## src/rtl/rv32i_pkg.sv

```systemverilog
// Shared RV32I core types: memory op encoding plus the memory arbiter's
// FSM state and source-select enums.
package rv32i;

  typedef enum logic {
    MEM_LOAD  = 1'b0,
    MEM_STORE = 1'b1
  } mem_op_e;

  typedef enum logic [1:0] {
    ARB_IDLE    = 2'd0,
    ARB_WAIT_IF = 2'd1,
    ARB_WAIT_D  = 2'd2
  } arb_state_e;

  typedef enum logic {
    ARB_SRC_IF = 1'b0,
    ARB_SRC_D  = 1'b1
  } arb_src_e;

  localparam logic [3:0] BE_WORD = 4'b1111;

  // Memory is word addressed; the low two address bits never reach the bus.
  function automatic logic [31:0] word_addr(input logic [31:0] a);
    return {a[31:2], 2'b00};
  endfunction

endpackage

```

## src/rtl/rv32i_mem_arbiter_if.sv

```systemverilog
// Bundle of the fetch port, data port and shared memory port of the
// arbiter. 'slave' is the arbiter's view, 'master' the view of everything
// around it (fetch unit, LSU and memory).
interface rv32i_mem_arbiter_if;
  import rv32i::*;

  // fetch port
  logic        if_req;
  logic [31:0] if_addr;
  logic        if_gnt;
  logic        if_rvalid;
  logic [31:0] if_rdata;
  logic        if_err;

  // data port
  logic        d_req;
  mem_op_e     d_op;
  logic [31:0] d_addr;
  logic [31:0] d_wdata;
  logic [3:0]  d_be;
  logic        d_gnt;
  logic        d_rvalid;
  logic [31:0] d_rdata;
  logic        d_err;

  // memory port
  logic        mem_req;
  logic        mem_we;
  logic [31:0] mem_addr;
  logic [31:0] mem_wdata;
  logic [3:0]  mem_be;
  logic        mem_gnt;
  logic        mem_rvalid;
  logic [31:0] mem_rdata;

  modport slave (
    input  if_req, if_addr,
    input  d_req, d_op, d_addr, d_wdata, d_be,
    input  mem_gnt, mem_rvalid, mem_rdata,
    output if_gnt, if_rvalid, if_rdata, if_err,
    output d_gnt, d_rvalid, d_rdata, d_err,
    output mem_req, mem_we, mem_addr, mem_wdata, mem_be
  );

  modport master (
    output if_req, if_addr,
    output d_req, d_op, d_addr, d_wdata, d_be,
    output mem_gnt, mem_rvalid, mem_rdata,
    input  if_gnt, if_rvalid, if_rdata, if_err,
    input  d_gnt, d_rvalid, d_rdata, d_err,
    input  mem_req, mem_we, mem_addr, mem_wdata, mem_be
  );

endinterface

```

## src/rtl/rv32i_mem_arbiter.sv

```systemverilog
// Two-source (fetch / data) arbiter onto a single memory port with one
// outstanding transaction, round-robin on conflict, and a response timeout
// that turns a missing mem_rvalid into an error response.
module rv32i_mem_arbiter
  import rv32i::*;
#(
  parameter int unsigned TIMEOUT = 255
) (
  input  logic          clk,
  input  logic          rst,
  rv32i_mem_arbiter_if.slave bus
);

  // A zero TIMEOUT still needs a legal counter width even though it is unused.
  localparam int unsigned   CW       = (TIMEOUT > 0) ? $clog2(TIMEOUT + 1) : 1;
  localparam logic [CW-1:0] TMO_LAST = (TIMEOUT > 0) ? CW'(TIMEOUT - 1) : '0;
  localparam bit            TMO_EN   = (TIMEOUT > 0);

  arb_state_e    state;
  arb_src_e      last_src;
  arb_src_e      sel_src;
  logic [CW-1:0] cnt;

  logic issue, accept, waiting, tmo, done, rsp_d;
  logic [31:0] rsp_rdata;

  // Round-robin pick: a lone requester wins, a conflict goes to whoever
  // was not granted last.
  always_comb begin
    sel_src = ARB_SRC_IF;
    if (bus.if_req && bus.d_req)
      sel_src = (last_src == ARB_SRC_IF) ? ARB_SRC_D : ARB_SRC_IF;
    else if (bus.d_req)
      sel_src = ARB_SRC_D;
  end

  // Requests are only offered to memory from idle; reset masks everything.
  assign issue  = !rst && (state == ARB_IDLE) && (bus.if_req || bus.d_req);
  assign accept = issue && bus.mem_gnt;

  assign bus.if_gnt = accept && (sel_src == ARB_SRC_IF);
  assign bus.d_gnt  = accept && (sel_src == ARB_SRC_D);

  // Memory request fields follow the selected source; all zero when idle.
  always_comb begin
    bus.mem_req   = 1'b0;
    bus.mem_we    = 1'b0;
    bus.mem_addr  = '0;
    bus.mem_wdata = '0;
    bus.mem_be    = '0;
    if (issue) begin
      bus.mem_req = 1'b1;
      if (sel_src == ARB_SRC_D) begin
        bus.mem_we    = (bus.d_op == MEM_STORE);
        bus.mem_addr  = word_addr(bus.d_addr);
        bus.mem_wdata = bus.d_wdata;
        bus.mem_be    = bus.d_be;
      end else begin
        bus.mem_addr  = word_addr(bus.if_addr);
        bus.mem_be    = BE_WORD;
      end
    end
  end

  // Response side: a real mem_rvalid always beats a coincident timeout.
  assign waiting   = !rst && (state != ARB_IDLE);
  assign tmo       = TMO_EN && (cnt == TMO_LAST) && !bus.mem_rvalid;
  assign done      = waiting && (bus.mem_rvalid || tmo);
  assign rsp_d     = (state == ARB_WAIT_D);
  assign rsp_rdata = (waiting && bus.mem_rvalid) ? bus.mem_rdata : '0;

  assign bus.if_rvalid = done && !rsp_d;
  assign bus.if_rdata  = rsp_d ? '0 : rsp_rdata;
  assign bus.if_err    = done && tmo && !rsp_d;
  assign bus.d_rvalid  = done && rsp_d;
  assign bus.d_rdata   = rsp_d ? rsp_rdata : '0;
  assign bus.d_err     = done && tmo && rsp_d;

  // Arbiter FSM, round-robin history and wait counter.
  always_ff @(posedge clk) begin
    if (rst) begin
      state    <= ARB_IDLE;
      last_src <= ARB_SRC_IF;
      cnt      <= '0;
    end else begin
      case (state)
        ARB_IDLE: begin
          if (accept) begin
            state    <= (sel_src == ARB_SRC_D) ? ARB_WAIT_D : ARB_WAIT_IF;
            last_src <= sel_src;
            cnt      <= '0;
          end
        end
        ARB_WAIT_IF, ARB_WAIT_D: begin
          if (done) state <= ARB_IDLE;
          else      cnt   <= cnt + CW'(1);
        end
        default: state <= ARB_IDLE;
      endcase
    end
  end

endmodule

```

## src/flat_wrapper.sv

```systemverilog
// flat-port wrapper written by rule: the top's interface ports become plain ports
module rv32i_mem_arbiter_flat import rv32i::*;
#(
  parameter int unsigned TIMEOUT = 255
)
  (clk, rst, bus_if_req, bus_if_addr, bus_d_req, bus_d_op, bus_d_addr, bus_d_wdata, bus_d_be, bus_mem_gnt, bus_mem_rvalid, bus_mem_rdata, bus_if_gnt, bus_if_rvalid, bus_if_rdata, bus_if_err, bus_d_gnt, bus_d_rvalid, bus_d_rdata, bus_d_err, bus_mem_req, bus_mem_we, bus_mem_addr, bus_mem_wdata, bus_mem_be);
  rv32i_mem_arbiter_if bus_i ();
  input  logic clk;
  input  logic rst;
  input wire logic [$bits(bus_i.if_req)-1:0] bus_if_req;
  input wire logic [$bits(bus_i.if_addr)-1:0] bus_if_addr;
  input wire logic [$bits(bus_i.d_req)-1:0] bus_d_req;
  input wire logic [$bits(bus_i.d_op)-1:0] bus_d_op;
  input wire logic [$bits(bus_i.d_addr)-1:0] bus_d_addr;
  input wire logic [$bits(bus_i.d_wdata)-1:0] bus_d_wdata;
  input wire logic [$bits(bus_i.d_be)-1:0] bus_d_be;
  input wire logic [$bits(bus_i.mem_gnt)-1:0] bus_mem_gnt;
  input wire logic [$bits(bus_i.mem_rvalid)-1:0] bus_mem_rvalid;
  input wire logic [$bits(bus_i.mem_rdata)-1:0] bus_mem_rdata;
  output wire logic [$bits(bus_i.if_gnt)-1:0] bus_if_gnt;
  output wire logic [$bits(bus_i.if_rvalid)-1:0] bus_if_rvalid;
  output wire logic [$bits(bus_i.if_rdata)-1:0] bus_if_rdata;
  output wire logic [$bits(bus_i.if_err)-1:0] bus_if_err;
  output wire logic [$bits(bus_i.d_gnt)-1:0] bus_d_gnt;
  output wire logic [$bits(bus_i.d_rvalid)-1:0] bus_d_rvalid;
  output wire logic [$bits(bus_i.d_rdata)-1:0] bus_d_rdata;
  output wire logic [$bits(bus_i.d_err)-1:0] bus_d_err;
  output wire logic [$bits(bus_i.mem_req)-1:0] bus_mem_req;
  output wire logic [$bits(bus_i.mem_we)-1:0] bus_mem_we;
  output wire logic [$bits(bus_i.mem_addr)-1:0] bus_mem_addr;
  output wire logic [$bits(bus_i.mem_wdata)-1:0] bus_mem_wdata;
  output wire logic [$bits(bus_i.mem_be)-1:0] bus_mem_be;
  assign bus_i.if_req = bus_if_req;
  assign bus_i.if_addr = bus_if_addr;
  assign bus_i.d_req = bus_d_req;
  assign bus_i.d_op = bus_d_op;
  assign bus_i.d_addr = bus_d_addr;
  assign bus_i.d_wdata = bus_d_wdata;
  assign bus_i.d_be = bus_d_be;
  assign bus_i.mem_gnt = bus_mem_gnt;
  assign bus_i.mem_rvalid = bus_mem_rvalid;
  assign bus_i.mem_rdata = bus_mem_rdata;
  assign bus_if_gnt = bus_i.if_gnt;
  assign bus_if_rvalid = bus_i.if_rvalid;
  assign bus_if_rdata = bus_i.if_rdata;
  assign bus_if_err = bus_i.if_err;
  assign bus_d_gnt = bus_i.d_gnt;
  assign bus_d_rvalid = bus_i.d_rvalid;
  assign bus_d_rdata = bus_i.d_rdata;
  assign bus_d_err = bus_i.d_err;
  assign bus_mem_req = bus_i.mem_req;
  assign bus_mem_we = bus_i.mem_we;
  assign bus_mem_addr = bus_i.mem_addr;
  assign bus_mem_wdata = bus_i.mem_wdata;
  assign bus_mem_be = bus_i.mem_be;
  rv32i_mem_arbiter #(.TIMEOUT(TIMEOUT)) u_core (.clk(clk), .rst(rst), .bus(bus_i));
endmodule
```

## config.mk

```make
export PLATFORM = sky130hd
export DESIGN_NAME = rv32i_mem_arbiter_flat
export DESIGN_NICKNAME = d
export VERILOG_FILES = /design/src/rtl/rv32i_pkg.sv /design/src/rtl/rv32i_mem_arbiter_if.sv /design/src/rtl/rv32i_mem_arbiter.sv /design/src/flat_wrapper.sv
export SDC_FILE = /design/constraint.sdc
export NUM_CORES = 1
export LEC_CHECK = 0
export CORE_AREA = 4 4 106 108
export DETAILED_ROUTE_END_ITERATION = 8
export DIE_AREA = 0 0 110 112
export PLACE_DENSITY = 0.67
export RECOVER_POWER = 25
export SLEW_MARGIN = 0
export SYNTH_ARGS = -nofsm -noshare
export SYNTH_HDL_FRONTEND = slang
export SYNTH_SLANG_ARGS = --single-unit
```

## constraint.sdc

```tcl
create_clock -name clk -period 2.8 [get_ports clk]
set_input_delay 0.56 -clock clk [delete_from_list [all_inputs] [get_ports clk]]
set_output_delay 0.56 -clock clk [all_outputs]
set_load 0.1 [all_outputs]
```

== Word-level counts from Yosys, hierarchy flattened ==
Index checks and enable logic that the tools add are counted.
Widths: inputs -> output; s select.

* Register bits after elaboration: 11
* Output and inout bits: 140

* Add/sub/neg operators: 1
* Equal/unequal tests: 6
* Multiplexer cells: 22
* Bitwise logic cells: 1
* Reduce and logical (&&, ||, !) cells: 27

{| class="wikitable"
|+ Operators with widths
! kind !! count
|-
| $mux 32 || 7
|-
| $mux 8 || 2
|-
| $pmux 8 s2 || 1
|-
| $logic_and 1x1->1 || 15
|-
| $add 8x1->8 const B || 1
|-
| $eq 8x8->1 const B || 1
|-
| $mux 4 || 2
|-
| $mux 1 || 6
|-
| $mux 2 || 3
|-
| $ne 2x1->1 const B || 2
|-
| $pmux 2 s2 || 1
|-
| $reduce_and 2->1 || 2
|-
| $reduce_bool 2->1 || 2
|-
| $logic_not 1->1 || 3
|-
| $reduce_and 3->1 || 1
|-
| $eq 2x1->1 const B || 1
|-
| $eq 2x2->1 const B || 1
|-
| $logic_not 2->1 || 1
|-
| $logic_or 1x1->1 || 2
|-
| $ne 2x2->1 const B || 1
|-
| $reduce_or 2->1 || 1
|-
| $not 1->1 || 1
|}

== Longest topological paths before layout ==
Gate-level depths: netlist of the first run.

* Word-level depth: 6
* Gate-level depth with buffers: 9
* Gate-level depth less buffers: 8

== Least setup slack after synthesis of the first run ==
Ideal clock, no wire load.

* Kind: register to output
* Start: register u_core.state[0]
* End: output port bus_d_err
* Arrival: 3466 ps
* Required time: 2240 ps
* Path slack: -1226 ps
* Stages on the path, launching flop included: 5
* Buffers on the path: 0
* Cell sequence: dfxtp_1 inv_1 ha_1 or4_4 nor3b_1

* Longest elaborated chain between the ends: 5

{| class="wikitable"
|+ Ends and longest elaborated chain
! what !! line !! text
|-
| start: declaration || rv32i_mem_arbiter.sv:19 || <nowiki>arb_state_e state;</nowiki>
|-
| start signal: assignment || rv32i_mem_arbiter.sv:89 || <nowiki>state <= (sel_src == ARB_SRC_D) ? ARB_WAIT_D : ARB_WAIT_IF;</nowiki>
|-
| $reduce_bool 2->1 || rv32i_mem_arbiter.sv:66 || <nowiki>assign waiting = !rst && (state != ARB_IDLE);</nowiki>
|-
| $logic_and 1x1->1 || rv32i_mem_arbiter.sv:66 ||
|-
| $logic_and 1x1->1 || rv32i_mem_arbiter.sv:68 || <nowiki>assign done = waiting && (bus.mem_rvalid || tmo);</nowiki>
|-
| $logic_and 1x1->1 || rv32i_mem_arbiter.sv:77 || <nowiki>assign bus.d_err = done && tmo && rsp_d;</nowiki>
|-
| $logic_and 1x1->1 (*) || rv32i_mem_arbiter.sv:77 ||
|-
| end: declaration || flat_wrapper.sv:27 || <nowiki>output wire logic [$bits(bus_i.d_err)-1:0] bus_d_err;</nowiki>
|}

Mark *: on every way between the ends. The rest lies on a longest branch, timed or not.

== Worst setup path in the final report of the first run ==
* Start: input port rst
* End: output port bus_d_err

* Longest elaborated chain between the ends: 5

{| class="wikitable"
|+ Ends and longest elaborated chain
! what !! line !! text
|-
| start: declaration || flat_wrapper.sv:9 || <nowiki>input logic rst;</nowiki>
|-
| $logic_not 1->1 || rv32i_mem_arbiter.sv:66 ||
|-
| $logic_and 1x1->1 || rv32i_mem_arbiter.sv:66 ||
|-
| $logic_and 1x1->1 || rv32i_mem_arbiter.sv:68 ||
|-
| $logic_and 1x1->1 (2 in series) || rv32i_mem_arbiter.sv:77 ||
|}

Every way passes these cells.

==> results of run 1 <==
==> state kept, by name, indices dropped and copies added, names as in the netlist <==
name,count
u_core.cnt,8
u_core.last_src,1
u_core.state,2
==> path summary, 6_finish.rpt <==
kind | endpoint | cells after the start
worst min-delay path | u_core.cnt[7]$_SDFFE_PP0P_ | 1
worst max register to register | u_core.cnt[5]$_SDFFE_PP0P_ | 7
worst max-delay path | bus_d_err | 5
worst min register to register | u_core.cnt[7]$_SDFFE_PP0P_ | 1
==> power groups by stage <==
stage	Combinational, mW	Clock, mW	Sequential, mW
after floorplan	0.698	0	0.165
after global placement	1.25	0	0.165
after detailed placement	1.26	0	0.165
after CTS	1.26	0.159	0.162
after global routing	1.27	0.168	0.163
final	1.23	0.156	0.162
==> layout make-up <==
cell class,instances,area share [%]
timing repair buffer,290,64.0
multi-input combinational,268,28.7
sequential,11,3.44
tap,136,2.66
clock buffer,4,0.704
inverter,8,0.508
==> cell families after synthesis <==
kind of cell / Yosys count
AND/OR/NAND/NOR: 206
multiplexers: 1
other: 1
flip-flops: 11
AO/OA/AOI/OAI: 54
buffers and inverters: 34
adder cells (fa/ha/maj): 5
==> per-layer routing <==
layer	share of wire [%]	wire length (um)	up-vias
met4	2.1	250	0
met5	0	0	-
met3	12	1390	19
met1	34	4010	1426
met2	53	6280	187
li1	-	-	1572
==> cells in the final DEF, fill, tap and decap left out, types with 2 or more instances in the layout <==
master	Yosys	final
a21oi_1	33	3
conb_1	1	2
a21oi_4	0	20
a22o_1	2	2
buf_12	0	123
nand2_1	65	65
and3_4	0	10
clkbuf_1	21	2
o22ai_1	2	2
ha_1	5	5
nor2_2	2	3
nand3_1	4	5
nor2_1	17	16
inv_1	7	7
dfxtp_1	11	11
clkbuf_4	0	2
nor3_1	3	2
and3_1	36	26
clkbuf_8	0	3
o21ai_0	3	3
buf_4	2	17
clkdlybuf4s50_1	0	134
a21o_1	3	3
nor3b_1	3	2
and2_1	65	64
a21oi_2	0	10
nand2b_1	2	2
buf_6	0	10
==> stage by stage <==
stage,cells,hold slack [ps]
after floorplan,313,445
after global placement,712,466
after detailed placement,712,486
after CTS,716,493
after global routing,717,525
final,717,497
==> repair_timing <==
action | 4_1_cts | 5_1_grt
gates resized for setup | 1 | 5
pin swaps | 0 | 1
setup endpoints to repair | 1 | 69
hold buffers | 0 | 0
cloned | 0 | 1
==> results.toml, run 1 <==
[routing]
vias_per_cell = 4.47
drc_errors = 0
wl_per_cell_um = 16.6
antenna_left = 0
firstDrtPassIters = 4
drtIter0Drc = 86
wirelength_um = 11900
vias = 3204

[finish]
multi_input_area_sq_um = 1830
ff_latch_area_sq_um = 220
postLayoutCellArea_sq_um = 6400
diodes = 0
finish.utilization_pct = 62.6
drive_gt1_share_pct = 36.1
syn_to_final_growth_pct = 245
fillCellCount = 812
nets = 726

[critical_path]
worstPathCellList = "clkdlybuf4s50_1 -> buf_4 -> or4_4 -> nor3b_4 -> buf_12"
max_stage_delay_ps = 560
cp.arrival_ps = 2180
path_buf_inv = 3
crit_start = "rst"
ff2ff_setup_slack_ps = 650
reg2reg_from = "u_core.state[0]$_SDFFE_PP0P_"
path_delay_family = "buffers and inverters"
end_kind = "output pin"
crit_fanout = 7
path_class = "primary input to output pin"
cp.required_ps = 2240
critPathSlowestCell = "or4_4"
startpoint_type = "primary input"

[synthesis]
synth_top_area_share_pct = 21.9
synthArstFlopShare_pct = 0
ys.flop_type = "dfxtp_1"
yosysSeqAreaShare_pct = 11.9
synth_edf_count = 0
synth-simple-area-share_pct = 59.2
synth_xor_area_share_pct = 0
synth_top_family_by_area = "simple AND/OR/NAND/NOR gates"
synth.distinct_cells = 42
synth_compound_area_share_pct = 17.3
synthMuxAreaShare_pct = 0.540
synth_seq_cells = 11
ys_warn_count = 0
syn_inst = 312
syn_area_per_cell_sq_um = 5.94
yosys.area.top_type = "and2_1"
synth_area_leaders = "and2_1, nand2_1, and3_1"
synth_common_cells = "and2_1, nand2_1, and3_1, a21oi_1, clkbuf_1"
syn_area_sq_um = 1850
synth_adder_area_share_pct = 3.37

[global_route]
grt_max_degree = 36
use_met1_pct = 17.7
grt_pass1_wl_um = 17500
gr-usage-met3_pct = 5.80
top_usage_layer = "met2"
grt_usage_pct = 17.7
antenna_found_initial = 0
grt_pass1_vias = 3348
gr-total-overflow = 0
grt_use_met2_pct = 34.3

[power]
p_seq_share_pct = 10.5
swShare_pct = 51.9
intPower_mw = 0.743
powerDensity_nw_per_um2 = 241
total_power_mw = 1.55
p_switching_mw = 0.802
clkPwrFrac_pct = 10.1
worst_ir_drop_vdd_mv = 0.169
combPwrFrac_pct = 79.4
p_leak_nw = 2.66

[die]
ios = 279
die_h_um = 112
die_w_um = 110
rows = 37
start_util_pct = 18.1
core_sq_um = 10200
die_area_sq_um = 12300

[job]
maxCapViolCount = 0

[sta]
period_minus_slack_ps = 2740
hold_viol = 0
setup-tns-final_ps = 0
report.final.slew_viol_count = 0
fin_crit_sh_pct = 97.7
setup_ws_ps = 63.2
setup_violations = 0
rsz0062_at_grt = "no"
skew_ps = 4.13
timing.fmax_mhz = 365

[run_status]
status = "finished clean"

[clock_tree]
tritoncts = "built"
post_cts.repair.setup_buffers = 0
htree_levels = 1
clockRootBuffer = "clkbuf_8"
cts.sinks = 11
clock_latency_ps = 240
clock_path_buffers = 2
clk_pin_slew_worst_paths_ps = 50
cts_inserted_buffers = 3

[placed_design]
io_buffers = 272
preCtsSetupSlack_ps = -1.17
hpwl_um = 10500
dpl-instance-area_sq_um = 6560
routabilityCongestion = 0.878

[hold_path]
hp-class = "flip-flop to flip-flop"
hold_start = "u_core.cnt[7]$_SDFFE_PP0P_"
(Power assumes the default switching activity.)
==> run 2, diff against run 1 <==
--- a/config.mk
+++ b/config.mk
@@ -6,9 +6,10 @@
 export NUM_CORES = 1
 export LEC_CHECK = 0
 export CORE_AREA = 4 4 106 108
+export CTS_CLUSTER_SIZE = 10
 export DETAILED_ROUTE_END_ITERATION = 8
 export DIE_AREA = 0 0 110 112
-export PLACE_DENSITY = 0.67
+export PLACE_DENSITY = 0.73
 export RECOVER_POWER = 25
 export SLEW_MARGIN = 0
 export SYNTH_ARGS = -nofsm -noshare
==> run 2 against run 1 <==
Routed wire length is 3.7% higher. First-iteration DRC count is 23% higher. Hold slack lost 14 ps. Sequential cell count did not move. Critical path type unchanged. Core utilization decreased by 0.24 points. Count of clock-buffer cells in the layout is the same. Setup slack gained 57 ps. Final area is 0.39% lower. Global-route usage grew 0.84 points. Die area unchanged. Critical endpoint is now bus_if_rdata[8]. Via count rose by 2.5%. Combinational power is 3% higher.
==> results.toml, run 2 (synthesized netlist as in run 1, its figures left out) <==
[run_status]
status = "finished clean"

[critical_path]
end_kind = "output pin"
ff2ff_setup_slack_ps = 810
cp.required_ps = 2240
startpoint_type = "primary input"
r2r_end = "u_core.cnt[5]$_SDFFE_PP0P_"
critPathSlowestCell = "clkdlybuf4s50_1"
cp.arrival_ps = 2120
worst-path-stages = 6
reg2reg_from = "u_core.state[0]$_SDFFE_PP0P_"
max_stage_delay_ps = 480
r2r_cells = 7
worstPathCellList = "clkdlybuf4s50_1 -> inv_1 -> nor4_2 -> buf_6 -> and2_1 -> buf_12"
path_class = "primary input to output pin"
path_buf_inv = 4
crit_fanout = 32
path_delay_family = "buffers and inverters"

[job]
maxCapViolCount = 0

[power]
total_power_mw = 1.59
clkPwrFrac_pct = 10.0
swShare_pct = 51.1
p_switching_mw = 0.812
worst_ir_drop_vdd_mv = 0.162
combPwrFrac_pct = 79.8
intPower_mw = 0.776
powerDensity_nw_per_um2 = 249
p_seq_share_pct = 10.2
p_leak_nw = 2.64

[hold_path]
hp-class = "flip-flop to flip-flop"
hold_start = "u_core.cnt[7]$_SDFFE_PP0P_"
hold_path_depth = 1
holdPathEnd = "u_core.cnt[7]$_SDFFE_PP0P_"

[routing]
vias = 3283
wl_per_cell_um = 17.2
vias_per_cell = 4.57
drc_errors = 0
drtIter0Drc = 106
antenna_left = 0
firstDrtPassIters = 4
wirelength_um = 12400

[finish]
largest_reg_flops = 8
nets = 727
fillCellCount = 825
ff_latch_area_sq_um = 220
multi_input_area_sq_um = 1880
syn_to_final_growth_pct = 244
finish.utilization_pct = 62.3
diodes = 0
final_common_cell = "clkdlybuf4s50_1"
drive_gt1_share_pct = 37.8
top_regs = "u_core.cnt: 8 flops, u_core.state: 2 flops, u_core.last_src: 1 flops"
layout_common_cells = "clkdlybuf4s50_1, buf_12, nand2_1, and2_1, clkbuf_4"
top_register = "u_core.cnt"
postLayoutCellArea_sq_um = 6370

[global_route]
grt_pass1_wl_um = 18100
antenna_found_initial = 0
grt_max_degree = 38
gr-total-overflow = 0
grt_usage_pct = 18.6
grt_pass1_vias = 3381

[clock_tree]
holdBufCountCts = 0
cts_inserted_buffers = 3
clk_pin_slew_worst_paths_ps = 50
htree_levels = 1
clockRootBuffer = "clkbuf_8"
clock_path_buffers = 2
tritoncts = "built"
cts.sinks = 11
clock_latency_ps = 240

[placed_design]
routabilityCongestion = 0.872
io_buffers = 272
hpwl_um = 10600
dpl-instance-area_sq_um = 6560

[die]
die_h_um = 112
ios = 279
core_sq_um = 10200
die_w_um = 110
die_area_sq_um = 12300
rows = 37
start_util_pct = 18.1

[sta]
slew-limit-headroom_pct = 63.0
setup_violations = 0
skew_ps = 0.719
timing.fmax_mhz = 373
worst_pin_slew_ps = 558
setup-tns-final_ps = 0
period_minus_slack_ps = 2680
report.final.slew_viol_count = 0
hold_viol = 0
rsz0062_at_grt = "no"
fin_crit_sh_pct = 95.7
==> run 2: repair_timing <==
action,CTS,global route
gates cloned,0,1
resized for setup,5,9
endpoints found under the setup margin,34,47
setup buffers,0,1
==> run 2: how the worst max path moves through the flow <==
stage | startpoint | to | slack [ps]
CTS | rst | bus_mem_wdata[6] | 4
detailed placement | rst | bus_mem_wdata[20] | -60
global placement | rst | bus_mem_we | -30
floorplan | u_core.state[0]$_SDFFE_PP0P_ | bus_mem_be[0] | -370
global route | u_core.state[0]$_SDFFE_PP0P_ | bus_if_err | 20
finish | bus_mem_rvalid | bus_if_rdata[8] | 120
==> run 2: cell type report <==
class                   instances  area share [%]
well taps                     136            2.67
clock buffers                   4           0.707
repair buffers                291            63.2
flip-flops and latches         11            3.45
multi-input cells             268            29.4
inverters                       8           0.510
==> run 2: through the flow <==
step	cells	setup slack, ps	hold slack [ps]
2_1_floorplan	313	-374	445
3_3_place_gp	712	-27.5	467
3_5_place_dp	712	-60.2	475
4_1_cts	716	4.40	482
5_1_grt	718	16.7	520
6_report	718	120	483
==> run 2: power by group through the flow <==
stage          clock network [mW]  registers (mW)  logic, mW
2_1_floorplan                   0           0.165      0.698
3_3_place_gp                    0           0.165       1.25
3_5_place_dp                    0           0.165       1.26
4_1_cts                     0.161           0.162       1.27
5_1_grt                     0.173           0.163       1.31
6_report                    0.158           0.162       1.27
==> run 2: layer usage <==
layer / up-vias / routed length [um] / GRT usage [%]
met3: 19 / 1430 / 6.84
met2: 201 / 6470 / 36.4
li1: 1579 / - / -
met4: 0 / 221 / 3.91
met1: 1484 / 4240 / 17.9
met5: - / 0 / 0
==> run 2: worst register-to-register path, cell delays in order (launching register included) <==
cell	delay, ps
dfxtp_1	360
inv_1	80
ha_1	290
or4_1	610
buf_4	170
nand3_4	90
nor2_2	60
a32o_1	210
==> run 3, diff against run 2 <==
--- a/config.mk
+++ b/config.mk
@@ -5,11 +5,11 @@
 export SDC_FILE = /design/constraint.sdc
 export NUM_CORES = 1
 export LEC_CHECK = 0
-export CORE_AREA = 4 4 106 108
+export CORE_AREA = 5 5 104 106
 export CTS_CLUSTER_SIZE = 10
 export DETAILED_ROUTE_END_ITERATION = 8
-export DIE_AREA = 0 0 110 112
-export PLACE_DENSITY = 0.73
+export DIE_AREA = 0 0 109 111
+export PLACE_DENSITY = 0.76
 export RECOVER_POWER = 25
 export SLEW_MARGIN = 0
 export SYNTH_ARGS = -nofsm -noshare
==> run 3 against run 2 <==
Clock skew grew 1.1 ps. Final cell count decreased by 0.70%. Final area about the same. Maximum frequency decreased by 0.75%. Critical path depth grew 1.
==> results.toml, run 3 (synthesized netlist as in run 1, its figures left out) <==
[global_route]
grt_pass1_vias = 3521
use_met1_pct = 19.0
grt_usage_pct = 19.7
top_usage_layer = "met2"
grt_pass1_wl_um = 18900
grt_use_met2_pct = 38.4
grt_max_degree = 46
gr-total-overflow = 0
gr-usage-met3_pct = 6.17
antenna_found_initial = 0

[finish]
drive_gt1_share_pct = 37.1
finish.utilization_pct = 65.8
layout_common_cells = "clkdlybuf4s50_1, buf_12, nand2_1, and2_1, clkbuf_4"
final_common_cell = "clkdlybuf4s50_1"
top_register = "u_core.cnt"
fillCellCount = 700
nets = 725
ff_latch_area_sq_um = 220
largest_reg_flops = 8
postLayoutCellArea_sq_um = 6370
syn_to_final_growth_pct = 244
multi_input_area_sq_um = 1880
top_regs = "u_core.cnt: 8 flops, u_core.state: 2 flops, u_core.last_src: 1 flops"
diodes = 0

[critical_path]
cp.arrival_ps = 2140
cp.required_ps = 2240
crit_fanout = 18
startpoint_type = "primary input"
path_class = "primary input to output pin"
end_kind = "output pin"

[placed_design]
hpwl_um = 11100
dpl-instance-area_sq_um = 6540
io_buffers = 272
routabilityCongestion = 0.897

[die]
die_area_sq_um = 12100
start_util_pct = 19.1
ios = 279
core_sq_um = 9680
die_w_um = 109
rows = 36
die_h_um = 111

[power]
p_leak_nw = 2.65
p_switching_mw = 0.819
powerDensity_nw_per_um2 = 251
swShare_pct = 51.2
clkPwrFrac_pct = 10.2
intPower_mw = 0.779
p_seq_share_pct = 10.2
worst_ir_drop_vdd_mv = 0.180
combPwrFrac_pct = 79.7

[sta]
period_minus_slack_ps = 2700
slew-limit-headroom_pct = 62.8
report.final.slew_viol_count = 0
fin_crit_sh_pct = 96.4
rsz0062_at_grt = "no"
hold_viol = 0
timing.fmax_mhz = 370
worst_pin_slew_ps = 560
setup_violations = 0
skew_ps = 1.80

[routing]
drc_errors = 0
vias = 3299
firstDrtPassIters = 6
wirelength_um = 12700
drtIter0Drc = 113
antenna_left = 0
wl_per_cell_um = 17.8
vias_per_cell = 4.63

[hold_path]
hp-class = "flip-flop to flip-flop"

[clock_tree]
cts.sinks = 11
tritoncts = "built"
holdBufCountCts = 0
htree_levels = 1
post_cts.repair.setup_buffers = 0
clock_latency_ps = 250
clockRootBuffer = "clkbuf_8"
clock_path_buffers = 2
clk_pin_slew_worst_paths_ps = 50
cts_inserted_buffers = 3

[job]
maxCapViolCount = 0

[run_status]
status = "finished clean"
## run 3: cell count changes in the layout (fill, tap and decap cells not counted), moves of 2 or more
cell and change:
nor2_2 -2, buf_6 -2, and3_1 +2, and3_4 -2
nor2_1 +2
## run 3: worst max-delay path: stages
cell	delay [ps]
clkdlybuf4s50_1	490
clkbuf_1	130
and2_2	200
buf_4	240
nand2_1	140
a21oi_4	180
buf_12	190
## run 3: layout make-up
class	instances	area share [%]
repair buffers	289	63.2
multi-input cells	268	29.5
flip-flops and latches	11	3.46
well taps	133	2.61
clock buffers	4	0.707
inverters	8	0.511
## run 3: metal layers
layer	vias to the layer above	share of wire, %	wire length (um)
li1	1576	-	-
met1	1488	34	4270
met2	207	53	6730
met3	28	10	1330
met4	0	2.6	325
met5	-	0	0
## run 3: path summary, 6_finish.rpt
kind,from,end,slack (ps),cells past startpoint
worst max-delay path,bus_d_req,bus_mem_addr[15],100,7
worst min-delay path,u_core.cnt[7]$_SDFFE_PP0P_,u_core.cnt[7]$_SDFFE_PP0P_,480,1
worst max register to register,u_core.state[0]$_SDFFE_PP0P_,u_core.cnt[5]$_SDFFE_PP0P_,740,7
worst min register to register,u_core.cnt[7]$_SDFFE_PP0P_,u_core.cnt[7]$_SDFFE_PP0P_,480,1
## run 3: power groups by stage
stage	clock network, mW	logic (mW)	registers (mW)
detailed placement	0	1.26	0.165
CTS	0.166	1.28	0.162
global route	0.174	1.31	0.162
global placement	0	1.24	0.165
finish	0.162	1.27	0.162
floorplan	0	0.698	0.165
## run 3: timing repair
action	4_1_cts	5_1_grt
endpoints found under the hold margin	0	0
gates cloned	1	0
endpoints found under the setup margin	34	18
resized for setup	12	2
pin swaps	0	0
## run 3: metrics by stage
| step | setup slack, ps | instances | power, mW | setup TNS [ps] | hold slack, ps |
|---|---|---|---|---|---|
| 2_1_floorplan | -374 | 313 | 0.863 | -2600 | 445 |
| 3_3_place_gp | -24.6 | 708 | 1.41 | -86.8 | 465 |
| 3_5_place_dp | -30.5 | 708 | 1.42 | -305 | 474 |
| 4_1_cts | 4.04 | 713 | 1.61 | 0 | 481 |
| 5_1_grt | 14.6 | 713 | 1.65 | 0 | 511 |
| 6_report | 99.8 | 713 | 1.60 | 0 | 482 |
==> RTL edit 1: new RTL, flow settings as in run 3 <==
Reset style: asynchronous (`rst`), changed in one clocked block.
--- a/src/rtl/rv32i_mem_arbiter.sv
+++ b/src/rtl/rv32i_mem_arbiter.sv
@@ -77,7 +77,7 @@
   assign bus.d_err     = done && tmo && rsp_d;
 
   // Arbiter FSM, round-robin history and wait counter.
-  always_ff @(posedge clk) begin
+  always_ff @(posedge clk or posedge rst) begin
     if (rst) begin
       state    <= ARB_IDLE;
       last_src <= ARB_SRC_IF;
Check against the original RTL: same outputs for any inputs over 10 cycles, from zero or initial values and one cycle with rst high; that may be too few to reach the edited logic, so the function may still have changed.
==> RTL edit 1 against run 3 <==
Routed wire length decreased by 4.6%; synthesized cell count increased by 0.32%; sequential share of layout area increased by 0.82 points; sequential cell count unchanged; non-clock buffer count decreased by 1; clock skew increased by 0.0052 ns; setup slack improved by 0.0089 ns; critical path depth unchanged; count of clock-buffer cells in the layout unchanged; area after synthesis increased by 2.2%; final area increased by 0.96%; via count decreased by 0.64%; critical endpoint is now bus_mem_addr[18]; highest routed layer unchanged.
Power is not compared: it rests on default switching activity, and its combinational part moved more than twofold at a synthesized area within 25%.
==> RTL edit 1: results (changes against run 3) <==
* Status: complete, no violations
- Number of enable flip-flop cells after synthesis: 0 (unchanged)
- Dominant synthesized flop cell: dfrtp_1
- Clock-pin slew on the worst setup and hold paths: 0.05 ns (about the same)
- First-pass detailed-route iteration total: 4 (-2)
* Fin Clk Skew: 0.00701 ns (+0.00521 ns)
- Post-place instance area: 6540 µm² (about the same)
- Top area cells in the synthesized netlist: and2_1 (22%), dfrtp_1 (15%), nand2_1 (14%)
- The count of unique library cells instantiated by Yosys was 33 (-21%).
- The compound-gate portion of the synthesized area was 0.163 (-0.00960).
- Max incr delay on CP: 0.45 ns (-0.04 ns)
* Highest-delay cell along the critical path: clkdlybuf4s50_1
- Summed over all cells, the static leakage comes to 0.00270 µW.
* Adder and majority gate portion of the synthesized area: 0.0330 (-0.000713)
- The placed cell count was 709 (+0.14%).
- The count of mapped cells out of synthesis is 313 (+0.32%).
* Crit-path leading delay family: buffers and inverters
- The count of cells resized by post-cts repair was 0 (-12).
- The H-tree level count came to 1 (unchanged).
* Via count: 3278 (-0.64%)
- The fraction of final layout cells sized beyond drive strength 1 is 0.341 (-0.0293).
- The sequential element share of the synthesized area is 0.145 (+0.0266).
- The mux contribution to synthesized area is 0.00528 (-0.000114).
- The final RePlAce weighted congestion was 0.801 (-11%).
* HPWL Detailed: 10800 µm (-2.5%)
- Post-synthesis share of cell area spent on xor and xnor gates: 0 (unchanged)
- The global-route usage over all layers is 0.189 (-0.00818).
* Via count of the first global-routing pass: 3364 (-4.5%)
- Sw Share: 0.617
- The clock latency reported for the late side of the worst-skew pair was 0.25 ns (about the same).
- Initial antenna violation count: 0 (unchanged)
- The number of buffers inserted during clock tree synthesis is 3 (unchanged).
* Wire per inst: 16.9 µm (-4.6%)
- Port-buffer cells: 272 (unchanged)
- Fill cell instance count of the final layout: 712 (+1.7%)
- Buffers from clock root to sink, at most: 2 (unchanged)
- The wire length of the first global-routing pass is 18100 µm (-4.4%).
- Maximum fanout along the worst path: 30 (+12)
- Critical Path AT: 2.13 ns
* Routed wire length: 12100 µm (-4.6%)
- Fraction of registers with async set or reset after synthesis: 1.00 (+1.00)
* Largest net degree at the start of global routing: 35 (-24%)
- Violation count after the first detailed-route iteration: 132 (+17%)
- Commonest cells post-synth: nand2_1 (72), and2_1 (66), and3_1 (35), a21oi_1 (34), clkbuf_1 (24)
* Largest Register: u_core.cnt
## RTL edit 1: metrics by stage
stage           util  setup WS, ns  hold slack [ns]  total power (µW)
2_1_floorplan      -        -0.272            0.412              2430
3_3_place_gp   0.676         0.160            0.472              3790
3_5_place_dp   0.676         0.136            0.473              3850
4_1_cts        0.680         0.123            0.489              4020
5_1_grt        0.664        0.0171            0.509              4040
6_report       0.664         0.109            0.493              3890
## RTL edit 1: area by class of cell
| type | instances | share of cell area |
|---|---|---|
| Clock buffer | 4 | 0.00700 |
| Inverter | 8 | 0.00467 |
| Multi-Input combinational cell | 269 | 0.274 |
| Sequential cell | 11 | 0.0428 |
| Tap cell | 133 | 0.0259 |
| Timing Repair Buffer | 288 | 0.646 |
## RTL edit 1: per-layer routing
metal / GRT usage / up-vias / part of all wire
li1: - / 1570 / -
met1: 0.187 / 1480 / 0.34
met2: 0.367 / 209 / 0.53
met3: 0.0547 / 19 / 0.11
met4: 0.0539 / 0 / 0.019
met5: 0 / - / 0
## RTL edit 1: worst paths after layout
kind | startpoint | slack, ns | end | cells after the start
worst max-delay path | rst | 0.11 | bus_mem_addr[18] | 7
worst min-delay path | u_core.last_src | 0.49 | u_core.last_src | 1
worst max register to register | u_core.state[0] | 0.69 | u_core.cnt[3] | 5
worst min register to register | u_core.last_src | 0.49 | u_core.last_src | 1
max in group asynchronous | rst | 1.80 | u_core.cnt[2] | 2
min in group asynchronous | rst | 0.69 | u_core.cnt[6] | 2
## RTL edit 1: power groups by stage
stage	Combinational (µW)	Clock, µW	Sequential (µW)
after floorplan	2220	0	217
final	3500	163	222
after global routing	3640	171	226
after global placement	3560	0	221
after CTS	3630	165	222
after detailed placement	3620	0	223
==> RTL edit 2: new RTL, config.mk and constraints of run 3 <==
Without the edit above. `TIMEOUT` is set to 255 in 2 places; all go to 510.
--- a/src/rtl/rv32i_mem_arbiter.sv
+++ b/src/rtl/rv32i_mem_arbiter.sv
@@ -4,7 +4,7 @@
 module rv32i_mem_arbiter
   import rv32i::*;
 #(
-  parameter int unsigned TIMEOUT = 255
+  parameter int unsigned TIMEOUT = 510
 ) (
   input  logic          clk,
   input  logic          rst,
--- a/src/flat_wrapper.sv
+++ b/src/flat_wrapper.sv
@@ -1,7 +1,7 @@
 // flat-port wrapper written by rule: the top's interface ports become plain ports
 module rv32i_mem_arbiter_flat import rv32i::*;
 #(
-  parameter int unsigned TIMEOUT = 255
+  parameter int unsigned TIMEOUT = 510
 )
   (clk, rst, bus_if_req, bus_if_addr, bus_d_req, bus_d_op, bus_d_addr, bus_d_wdata, bus_d_be, bus_mem_gnt, bus_mem_rvalid, bus_mem_rdata, bus_if_gnt, bus_if_rvalid, bus_if_rdata, bus_if_err, bus_d_gnt, bus_d_rvalid, bus_d_rdata, bus_d_err, bus_mem_req, bus_mem_we, bus_mem_addr, bus_mem_wdata, bus_mem_be);
   rv32i_mem_arbiter_if bus_i ();
Behaviour: same outputs for any inputs over 10 cycles, from zero or initial values and one cycle with rst high; that may be too few to reach the edited logic, so the function may still have changed.
==> RTL edit 2 against run 3 <==
Clock skew rose by 0.0021 ns; via count up 2.6%; final area decreased by 2.4%; maximum frequency up 0.45%; routed wire length increased by 1.6%; setup slack better by 0.012 ns; sequential cell count up 1; sequential share of layout area grew 0.41 points; area after synthesis up 4.0%; clock power rose by 19%; power up 0.78%.
==> RTL edit 2: results (changes against run 3) <==
* Worst Hold Class: register to register
- The clock latency reported for the late side of the worst-skew pair came to 0.25 ns (about the same).
- Top area cells in the synthesized netlist: and2_1 (22%), nand2_1 (14%), dfxtp_1 (12%)
* Global Route Usage Sum: 0.199 (+0.00276)
- In this design, the largest share of critical-path delay is due to buffers and inverters.
- Share of layout cells above drive strength 1: 0.315 (-0.0554)
* Highest ir drop seen on vdd: 212 µV (+18%)
- The first-iteration detailed-routing DRC count came to 249 (+120%).
- Largest registers: u_core.cnt x9, u_core.state x2, u_core.last_src x1
* Critical Path AT: 2.13 ns
* Clock buffer count from CTS: 3 (unchanged)
- Status: complete, no violations
- Register area share after synthesis: 0.125 (+0.00584)
* Fraction of registers with async set or reset after synthesis: 0 (unchanged)
* Count of different cell masters after synthesis: 42 (unchanged)
- Number of gates given a new drive strength after cts: 2 (-10)
- The largest buffer count on any clock path is 2 (unchanged).
* Via count normalized by instance count: 4.68 (+1.2%)
- Fill cell instance count of the final layout: 724 (+3.4%)
- Cell leakage power: 0.00259 µW (-2.2%)
- Routed wire length: 12900 µm (+1.6%)
- Count of final hold-check violations: 0 (unchanged)
- Highest-delay cell along the critical path: clkdlybuf4s50_1
* Commonest cells post-synth: nand2_1 (72), and2_1 (67), and3_1 (35), a21oi_1 (33), clkbuf_1 (25)
- Cell at the root of the clock tree: clkbuf_8
- The highest net fanout along the worst path came to 34 (+16).
- The pin count of the biggest net entering global routing came to 40 (-13%).
- Final weighted congestion in routability-driven placement: 0.913 (+1.9%)
- Dominant synthesized flop cell: dfxtp_1
* Htree depth: 1 (unchanged)
- Initial antenna violation count: 0 (unchanged)
- The number of global-route vias before repair came to 3533 (+0.34%).
- Global-route wire length before repair: 19100 µm (+0.87%)
- The port buffer count came to 272 (unchanged).
- The antenna cell count came to 0 (unchanged).
- The number of warnings issued by yosys was 0 (unchanged).
* Number of nets in the layout: 735 (+1.4%)
* Clock-pin slew on the worst setup and hold paths: 0.05 ns (about the same)
- Final-report max-slew violation count: 0 (unchanged)
* Setup bufs post-CTS: 0 (unchanged)
* Leading area contributor after synthesis: and2_1
- Max incr delay on CP: 0.49 ns (about the same)
- The iteration count of the initial detailed-routing pass is 5 (-1).
- The detailed placer's ending HPWL is 11400 µm (+2.7%).
* Fin Clk Skew: 0.00385 ns (+0.00205 ns)
[RTL edit 2: cell count changes after synthesis, sizes merged, moves of 2 or more]
cell	before	now
nor3b	3	1
nor3	3	1
nand2	66	72
clkbuf	21	25
and4	0	3
o211ai	0	3
a21o	4	0
a31oi	1	4
nor2	19	15
buf	5	2
and2	65	68
or3	0	3
[RTL edit 2: report_power, final]
group	switching [µW]	internal, µW	leakage, µW	total (µW)
clock network	68.3	125	0.0000288	193
registers	3.03	174	0.0000969	177
logic	749	492	0.00247	1240
total	820	790	0.00259	1610
[RTL edit 2: per-layer routing]
metal / vias up / global-route usage / wire [µm]
met5: - / 0 / 0
li1: 1618 / - / -
met3: 25 / 0.0617 / 1220
met1: 1517 / 0.193 / 4340
met4: 0 / 0.0547 / 335
met2: 226 / 0.393 / 6960
[RTL edit 2: final timing paths]
check                           to  depth (start not counted)             from  slack (ns)
setup / recovery  bus_mem_wdata[8]                          7        bus_d_req        0.11
hold / removal     u_core.last_src                          2  u_core.last_src        0.50
setup reg to reg     u_core.cnt[5]                          7    u_core.cnt[1]        0.73
hold reg to reg    u_core.last_src                          2  u_core.last_src        0.50
[RTL edit 2: cell families after synthesis]
kind of cell,after synthesis,share of synthesized area
and+or+nand+nor,214,0.587
AOI/OAI and AO/OA,56,0.177
buffers and inverters,35,0.0720
DFF,12,0.125
adders and majority gates,5,0.0324
muxes,1,0.00519
other,1,0.00194
[RTL edit 2: worst min-delay path, cell delays in order (launching register included)]
cell,delay (ns)
dfxtp_1,0.33
a21oi_1,0.06
nor2_1,0.07
[RTL edit 2: through the flow]
stage | instance area [µm²] | setup WS, ns | utilization | instances | hold WS (ns)
finish | 6220 | 0.112 | 0.642 | 723 | 0.501
global route | 6220 | 0.0511 | 0.642 | 723 | 0.544
CTS | 6470 | 0.00282 | 0.668 | 723 | 0.503
detailed placement | 6400 | 0.0118 | 0.661 | 719 | 0.491
global placement | 6400 | 0.0455 | 0.661 | 719 | 0.472
floorplan | 2050 | -0.577 | - | 325 | 0.456
[RTL edit 2: final cells by class]
cell class                      instances  area share
Clock buffer                            4     0.00886
Inverter                                8     0.00483
Multi-Input combinational cell        278       0.270
Sequential cell                        12      0.0386
Timing Repair Buffer                  288       0.651
Tap cell                              133      0.0268
